<file path="config.mk">
export PLATFORM = sky130hd
export DESIGN_NAME = cla_pipe_adder
export DESIGN_NICKNAME = d
export VERILOG_FILES = /design/src/rtl/cla_pipe_adder.sv
export SDC_FILE = /design/constraint.sdc
export NUM_CORES = 1
export LEC_CHECK = 0
export CAP_MARGIN = 20
export CORE_MARGIN = 5
export CORE_UTILIZATION = 30
export CTS_BUF_LIST = sky130_fd_sc_hd__clkbuf_16
export CTS_CLUSTER_SIZE = 20
export DETAILED_ROUTE_END_ITERATION = 10
export SLEW_MARGIN = 0
export SYNTH_ARGS = -nofsm -noshare
export SYNTH_HDL_FRONTEND = slang
export SYNTH_SLANG_ARGS = --single-unit
</file>
<file path="constraint.sdc">
create_clock -name CLK -period 4.8 [get_ports CLK]
set_clock_uncertainty 0.2 [all_clocks]
set_input_delay 0.96 -clock CLK [delete_from_list [all_inputs] [get_ports CLK]]
set_output_delay 0.96 -clock CLK [all_outputs]
set_load 0.005 [all_outputs]
</file>
<file path="src/rtl/cla_pipe_adder.sv">
// Pipelined carry-lookahead adder/subtractor: one BLOCK-bit lookahead group is resolved per
// register stage, with a single global advance for valid/ready flow control.
module cla_pipe_adder #(
    parameter int unsigned WIDTH = 16,
    parameter int unsigned BLOCK = 4
) (
    input  logic             CLK,
    input  logic             RST,
    input  logic             In_valid,
    output logic             In_ready,
    input  logic [WIDTH-1:0] A,
    input  logic [WIDTH-1:0] B,
    input  logic             C0,
    input  logic             Sub,
    output logic             Out_valid,
    input  logic             Out_ready,
    output logic [WIDTH-1:0] S,
    output logic             Carry,
    output logic             Ovf
);

    localparam int unsigned LAT = WIDTH / BLOCK;

    // Returns {carry into group MSB, group carry-out, group sum}; every carry is a flat
    // sum-of-products over g/p/cin, never a chain through the previous bit's carry.
    function automatic logic [BLOCK+1:0] cla_group(input logic [BLOCK-1:0] a,
                                                   input logic [BLOCK-1:0] b,
                                                   input logic             cin);
        logic [BLOCK-1:0] g;
        logic [BLOCK-1:0] p;
        logic [BLOCK-1:0] c;
        logic [BLOCK:1]   gen;
        logic             pp;
        logic             term;
        logic             cout;
        g    = a & b;
        p    = a ^ b;
        c    = '0;
        c[0] = cin;
        gen  = '0;
        pp   = 1'b1;
        for (int i = 0; i < int'(BLOCK); i++) begin
            for (int j = 0; j <= i; j++) begin
                term = g[j];
                for (int m = j + 1; m <= i; m++) begin
                    term = term & p[m];
                end
                gen[i+1] = gen[i+1] | term;
            end
            pp = pp & p[i];
            if (i < int'(BLOCK) - 1) begin
                c[i+1] = gen[i+1] | (pp & cin);
            end
        end
        cout = gen[BLOCK] | (pp & cin);
        return {c[BLOCK-1], cout, p ^ c};
    endfunction

    logic             adv;
    logic [WIDTH-1:0] b_cond;
    logic             c_cond;
    logic             ovf_q;

    logic [LAT-1:0]   v_pipe;
    logic [LAT-1:0]   c_pipe;
    logic [WIDTH-1:0] a_pipe [LAT];
    logic [WIDTH-1:0] b_pipe [LAT];
    logic [WIDTH-1:0] s_pipe [LAT];

    assign adv      = ~Out_valid | Out_ready;
    assign In_ready = adv;
    assign b_cond   = Sub ? ~B : B;
    assign c_cond   = Sub ? ~C0 : C0;

    for (genvar k = 0; k < LAT; k++) begin : g_stage
        logic             v_in;
        logic             c_in;
        logic [WIDTH-1:0] a_in;
        logic [WIDTH-1:0] b_in;
        logic [WIDTH-1:0] s_in;
        logic [WIDTH-1:0] s_d;
        logic [BLOCK+1:0] res;
        logic             v_q;
        logic             c_q;
        logic [WIDTH-1:0] a_q;
        logic [WIDTH-1:0] b_q;
        logic [WIDTH-1:0] s_q;

        if (k == 0) begin : g_head
            assign v_in = In_valid;
            assign c_in = c_cond;
            assign a_in = A;
            assign b_in = b_cond;
            assign s_in = '0;
        end else begin : g_body
            assign v_in = v_pipe[k-1];
            assign c_in = c_pipe[k-1];
            assign a_in = a_pipe[k-1];
            assign b_in = b_pipe[k-1];
            assign s_in = s_pipe[k-1];
        end

        assign res = cla_group(a_in[BLOCK*k +: BLOCK], b_in[BLOCK*k +: BLOCK], c_in);

        always_comb begin
            s_d                    = s_in;
            s_d[BLOCK*k +: BLOCK] = res[BLOCK-1:0];
        end

        always_ff @(posedge CLK or posedge RST) begin
            if (RST) begin
                v_q <= 1'b0;
                c_q <= 1'b0;
                a_q <= '0;
                b_q <= '0;
                s_q <= '0;
            end else if (adv) begin
                v_q <= v_in;
                c_q <= res[BLOCK];
                a_q <= a_in;
                b_q <= b_in;
                s_q <= s_d;
            end
        end

        assign v_pipe[k] = v_q;
        assign c_pipe[k] = c_q;
        assign a_pipe[k] = a_q;
        assign b_pipe[k] = b_q;
        assign s_pipe[k] = s_q;

        if (k == LAT - 1) begin : g_tail
            always_ff @(posedge CLK or posedge RST) begin
                if (RST) begin
                    ovf_q <= 1'b0;
                end else if (adv) begin
                    ovf_q <= res[BLOCK+1] ^ res[BLOCK];
                end
            end
        end
    end

    assign Out_valid = v_pipe[LAT-1];
    assign S         = s_pipe[LAT-1];
    assign Carry     = c_pipe[LAT-1];
    assign Ovf       = ovf_q;

endmodule

</file>
# ---- Yosys cells after proc, flatten, opt, wreduce, memory -nomap -nowiden
# Cells that the tools add are included.
dict set report totals {
  register_bits 145
  out_inout_bits 20
  wordCells 130
}
dict set report op_classes {
  muxes 2
  bitwise 109
}
# operator n
set op_table {}
lappend op_table {{1-bit AND} 52}
lappend op_table {{1-bit OR} 41}
lappend op_table {{4-bit XOR} 8}
lappend op_table {{4-bit AND} 4}
lappend op_table {{16-bit two-way mux} 1}
lappend op_table {{16-bit inverter} 1}
lappend op_table {{1-bit inverter} 2}
lappend op_table {{1-bit two-way mux} 1}
lappend op_table {{1-bit XOR} 1}

# ---- Longest topological paths before layout
dict set report depth {
  depth_word 10
  depth_mapped 8
}

# ---- Worst setup path after synthesis
# No wires, ideal clock.
dict set report synth_timing {
  kind {input port to flip-flop}
  from {input port Sub}
  to {register g_stage[0].s_q[3]}
  t_arrival_ns 2.422
  required_ns 4.508
  path_slack_ns 2.087
  stages 8
  cell_sequence {buf_6 buf_4 xor2_1 ha_1 a21oi_1 o22ai_2 o21a_1 o31ai_2}
}
dict set report synth_via {
  elab_chain_cells 8
  word_cells_on_any_way 14
}
# item line_no
set synth_lines {}
lappend synth_lines {{start: declaration} 14} ;# input logic Sub,
lappend synth_lines {{16-bit two-way mux} 72} ;# assign b_cond = Sub ? ~B : B;
lappend synth_lines {{4-bit AND or 4-bit XOR (tied branches)} {36, 37}}
lappend synth_lines {{1-bit AND (2 in series)} 46} ;# term = term & p[m];
lappend synth_lines {{1-bit OR (2 in series)} 48} ;# gen[i+1] = gen[i+1] | term;
lappend synth_lines {{1-bit OR} 52} ;# c[i+1] = gen[i+1] | (pp & cin);
lappend synth_lines {{4-bit XOR (*)} 56} ;# return {c[BLOCK-1], cout, p ^ c};
lappend synth_lines {{end signal: assignment} 116} ;# s_q <= '0;
lappend synth_lines {{end signal: assignment} 122} ;# s_q <= s_d;
lappend synth_lines {{end: declaration} 87} ;# logic [WIDTH-1:0] s_q;
# Every way passes the cells marked *; elsewhere a longest branch is shown, timed or not.
# A chain may end at the register's enable or synchronous reset.

# ---- Worst setup path after layout
dict set report layout_timing {
  from {input port Out_ready}
  to {output port In_ready}
}
dict set report layout_via {
  elab_chain_cells 1
}
# item line_no
set layout_lines {}
lappend layout_lines {{start: declaration} 16} ;# input logic Out_ready,
lappend layout_lines {{1-bit OR} 70} ;# assign adv = ~Out_valid | Out_ready;
lappend layout_lines {{end: declaration} 10} ;# output logic In_ready,
# Every way passes these cells.

==> impl_results.md <==
* Unrepaired setup endpoints after global routing: no
* Worst path required time at between 3000 and 4000 ps
* Max_slew headroom at between 30% and 40%
* Synth top area share at 56.2%
* Drt via density at 4.37
* Crit Path Class: input port to output pin
* Detailed Route Iter0 Violations at 205
* CP bufs+invs at 3
* Synth top cells by count: nand2_1, dfrtp_1, o21ai_0
* Number of global-route vias before repair at 3224
* Post-Synth XOR/XNOR Area at roughly 5.3%
* Port buffer count at 57
* Final hold vios at 0
* Top_reg_cell synth: dfrtp_1
* Multiplexer share of the synthesized area at 0.232%
* Simple-Gate Fraction of Synth Area at 19.0%
* Top cells by area, synth: dfrtp_1, nand2_1, ha_1
* CP most frequent cell: clkdlybuf4s50_1
* Count leader, synth: nand2_1
* Compound-Gate Fraction of Synth Area at under 10%
* Die area at 16900 um^2
* Setup bufs post-CTS at 0
* Critical-path maximum fanout at 2
* Placer congestion estimate at 0.767
* DR pass1 iterations at 4
* Top Ports at a little under 60
* DR DRC count at 0
* Final antenna-violating net count at 0
* Total GRT Usage at 10.8%
* DPL Wire Length at 5870 um
* Total negative slack at 0 ps
* Initial antenna violation count at 0
* Number of buffers created by CTS at 9
* Status: complete, no violations
* Final setup viols at 0
* Post-CTS Resized at 0
* Clock latency on the worst-skew pair at 340 ps
* Die span in x at 130 um
* Startpoint Class: input port
* Number of flops mapped to enable cells by yosys at 0
* Layout Cells excl Fill at between 600 and 700
* Critical Path AT at 2060 ps
* Via count at 3040
* Period minus WS final at about 3200 ps
* Layout cells sized above 1 at 4.47%
* # clock sinks at 97
* Synth unique cells at 31
* ANT cells at 0
* Cell taking the most area after synthesis: dfrtp_1
* Fin nets at between 500 and 600
* Yosys reg bits at 97
* Clk root buf: clkbuf_16
* Worst hold stages at 2
* Cell at the slowest stage of the critical path: clkdlybuf4s50_1
* Site Rows at 43
* Delay-heaviest family, CP: buffers and inverters
* DIE HEIGHT at roughly 130 um
* Asr flop ratio synth at 100%
* Placed insts at about 680
* Power Density at 606 nW/um^2
* Largest net degree at the start of global routing at around 100
* H-Tree Depth at 3
* Placed inst area at 5050 um^2
* Drt wl/cell at 12.2 um
* Final period util at 67.0%
* Avg Inst Size Synth at 9.39 um^2
* Max Root-Sink Buffers at 2
* First-pass GRT wire length at about 15000 um
* Leak at 0.00255 uW
* Clock slew at reported path FFs at 60 ps
* GRT Residual Overflow at 0
* Slew at the pin with the worst max-slew slack at 977 ps
* DP Worst Slack at roughly 1600 ps
* Synth Area in Adders at approximately 6.5%
* Synth-to-layout area growth at 23.3%
* CTS Hold Buffers Added at 0
* Setup crit end kind: output pin
* Fin. max-slew vios at 0
* Syn nets at 518
* Routed wire length at 8500 um
* FMAX at between 0.3 and 0.4 GHz
* CP Cell Sequence: clkdlybuf4s50_1 -> nor2b_4 -> inv_2 -> clkdlybuf4s50_1
* HP Class: register to register
* Final WS setup at 1580 ps
* Max stage delay on crit path at ~510 ps
* Post-Synthesis Cell Area at 4320 um^2
* Number of stages on the worst setup path at 4
* Main combinational cell family by area after synthesis: simple AND/OR/NAND/NOR gates
* VDD IR max at ~0.00025 V
* Initial core utilization at 30.9%
* Part of the Yosys area used for sequential elements at 56.2%
* YS warnings at 0
* CORE AREA at 14000 um^2
* Gate Count Post-Synth at 460
* Worst r2r path cells at 5
* CTS tree: done
* Max cap viols at 0
* Fin area at 5330 um^2
==> power breakdown <==
part           total (uW)  internal (uW)  switching (uW)
registers            1390           1190             199
clock network         676            394             282
logic                1170            553             617
==> layout by cell type (no fill, tap or decap), types with 2 or more instances in the layout <==
| master | Yosys | final |
|---|---|---|
| fa_1 | 4 | 4 |
| nand2_1 | 198 | 198 |
| clkbuf_16 | 0 | 9 |
| clkdlybuf4s50_1 | 0 | 57 |
| xor2_1 | 9 | 9 |
| dfrtp_1 | 97 | 97 |
| o21bai_1 | 2 | 2 |
| a21oi_1 | 17 | 17 |
| clkinv_1 | 0 | 3 |
| ha_1 | 16 | 16 |
| nor2_1 | 15 | 15 |
| buf_4 | 1 | 5 |
| o211ai_1 | 2 | 2 |
| a211oi_1 | 8 | 8 |
| a21o_1 | 3 | 3 |
| inv_1 | 14 | 14 |
| xnor2_1 | 14 | 14 |
| o21ai_0 | 26 | 26 |
==> sequential cells by signal (all words and copies together) (netlist names) <==
name and cells:
S 16, g_stage.a_q 24, Carry 1, Ovf 1, g_stage.b_q 24, Out_valid 1
g_stage.s_q 24, g_stage.v_q 3, g_stage.c_q 3
==> routing by layer <==
| layer | track usage [%] | part of all wire (%) |
|---|---|---|
| met1 | 14.2 | 50 |
| met2 | 17.0 | 45 |
| met3 | 3.03 | 3.9 |
| met4 | 4.16 | 1.2 |
| met5 | 0 | 0 |
==> layout make-up <==
| class | count | area, um^2 |
|---|---|---|
| sequential | 97 | 2430 |
| timing repair buffer | 62 | 608 |
| tap | 180 | 225 |
| clock inverter | 7 | 53.8 |
| inverter | 14 | 55.1 |
| multi-input combinational | 326 | 1730 |
| clock buffer | 9 | 225 |
| fill | 1452 | 8660 |
==> cells by family (layout without fill, tap and decap cells) <==
family | Yosys count | after routing
flip-flops | 97 | 97
adder cells (fa/ha/maj) | 20 | 20
XOR/XNOR | 24 | 24
AND/OR/NAND/NOR | 217 | 217
AO/OA/AOI/OAI | 64 | 64
multiplexers | 1 | 1
buffers and inverters | 37 | 92
==> through the flow <==
stage | hold WS, ps | total power (uW) | util, %
2_1_floorplan | 230 | 2170 | -
5_1_grt | 292 | 3520 | 38.1
3_5_place_dp | 251 | 2590 | 36.1
3_3_place_gp | 245 | 2530 | 36.1
6_report | 260 | 3230 | 38.1
4_1_cts | 264 | 3280 | 38.1
==> worst register-to-register path, stage by stage, from the launching register on <==
cell	delay, ps
dfrtp_1	380
nor2b_4	130
inv_2	50
buf_4	730
o21ai_0	250
o21ai_0	220
==> path summary, 6_finish.rpt <==
path                                      from                  to  slack (ps)
worst max-delay path                 Out_ready            In_ready        1580
worst min-delay path            g_stage[2].v_q      g_stage[2].v_q         260
worst max register to register       Out_valid  g_stage[2].s_q[10]        2760
worst min register to register  g_stage[2].v_q      g_stage[2].v_q         260
max in group asynchronous                  RST  g_stage[0].a_q[15]        2730
min in group asynchronous                  RST  g_stage[0].a_q[10]         870
Note: power is estimated with default switching activity, not from simulation.
==> RTL edit, RTL diff (same settings) <==
Put one more register stage on the output `Ovf`. The value now appears one clock later. The other outputs are not delayed to match.
--- a/src/rtl/cla_pipe_adder.sv
+++ b/src/rtl/cla_pipe_adder.sv
@@ -145,3 +145,5 @@
     assign Carry     = c_pipe[LAT-1];
-    assign Ovf       = ovf_q;
+    always_ff @(posedge CLK) begin
+        Ovf <= ovf_q;
+    end
 
Behaviour: not the same (a bounded check fails within 10 cycles, from zero or initial values and one cycle with RST high).
==> RTL edit against the original RTL <==
  * Design area grew 0.61%
  * Utilization fell by 0.78 points
  * Hold slack worse by 0.085 ns
  * Non-clock buffer count unchanged
  * Die area up 0.42%
  * Setup slack gained 0.0092 ns
  * Wire length fell by 1.9%
  * Area after synthesis up 0.46%
  * Total power up 0.67%
  * Fmax up 0.29%
  * Sequential cell count increased by 1
  * Global-route usage grew 0.055 points
  * Critical endpoint unchanged
==> RTL edit: results (changes against the original RTL) <==
register area = 0.00245 mm² (was 0.00243 mm²)
GRT Total Usage = 10.9% (was 10.8%)
Cells after DPL = 684 (was 679)
CTS buffer count = 9 (unchanged)
final net count = 569 (was 568)
Root Driver = clkbuf_16 (unchanged)
status = finished, final reports clean (unchanged)
layout cell share with drive strength beyond 1 = 4.84% (was 4.47%)
number of global-route vias before repair = 3263 (was 3224)
routing usage on met1 = 14.0% (was 14.2%)
Clock Latency Late Sink = 0.34 ns (about the same)
drt first-iter violations = 167 (was 205)
PostCTS Resize Cnt = 0 (unchanged)
syn_nets = 519 (was 518)
first-pass GRT wire length = 14.8 mm (about the same)
DRT Wirelength = 8.34 mm (was 8.50 mm)
Post-DP Area = 0.00507 mm² (was 0.00505 mm²)
Layout fillers = 1478 (was 1452)
register area share after synthesis = 56.4% (was 56.2%)
GPL Wtd Cong = 0.767 (about the same)
Slew @ Worst Pin = 0.966 ns (was 0.977 ns)
drt via density = 4.35 (was 4.37)
met2 usage = 17.4% (was 17.0%)
Synth area leaders = dfrtp_1 56%, nand2_1 17%, ha_1 4.6%, o21ai_0 3.0%, xnor2_1 2.8% (unchanged)
Post-Place Setup Slack = 1.53 ns (was 1.58 ns)
GR Util met3 = 3.15% (was 3.03%)
hpwl dp = 5.85 mm (was 5.87 mm)
Worst VDD drop = 0.279 mV (was 0.248 mV)
Synth cell types = 32 (was 31)
Syn Inst Count = 461 (was 460)
RTL edit: area by class of cell:
cell class | count | area share [%]
Clock buffer | 9 | 4.20
Clock inverter | 7 | 1.14
Inverter | 14 | 1.03
Multi-Input combinational cell | 326 | 32.3
Sequential cell | 98 | 45.7
Tap cell | 184 | 4.30
Timing Repair Buffer | 62 | 11.3
RTL edit: worst paths after layout:
check	startpoint	end	slack (ns)	cells after the start
setup / recovery	Out_ready	In_ready	1.59	4
hold / removal	ovf_q	Ovf	0.17	0
setup reg to reg	Out_valid	g_stage[2].s_q[10]	2.81	5
hold reg to reg	ovf_q	Ovf	0.17	0
max in group asynchronous	RST	g_stage[1].s_q[0]	2.77	3
min in group asynchronous	RST	g_stage[2].a_q[15]	0.82	2
RTL edit: metal layers:
| metal | up-vias | share of wire, % | wire [µm] |
|---|---|---|---|
| met3 | 9 | 4.9 | 411 |
| met4 | 0 | 1.6 | 135 |
| li1 | 1570 | - | - |
| met1 | 1415 | 49 | 4060 |
| met5 | - | 0 | 0 |
| met2 | 53 | 45 | 3720 |
RTL edit: power breakdown:
part	internal, mW	switching (mW)	total, mW	leakage, nW
clock	0.397	0.293	0.690	0.138
combinational	0.554	0.611	1.16	1.25
sequential	1.20	0.199	1.40	1.17
RTL edit: logic make-up (layout without fill, tap and decap cells):
family                     count (synthesis)  after routing  share of synthesized area [%]
AOI/OAI and AO/OA                         64             64                           8.85
xor gates and xnor gates                  24             24                           5.28
adders and majority gates                 20             20                           6.46
buffers and inverters                     37             92                           3.84
DFF                                       98             98                           56.4
muxes                                      1              1                          0.231
and+or+nand+nor                          217            217                           18.9
RTL edit: worst max-delay path: cells and delay by family:
family,cells,cell delay [ns]
AND/OR/NAND/NOR,1,0.05
buffers and inverters,3,1.04
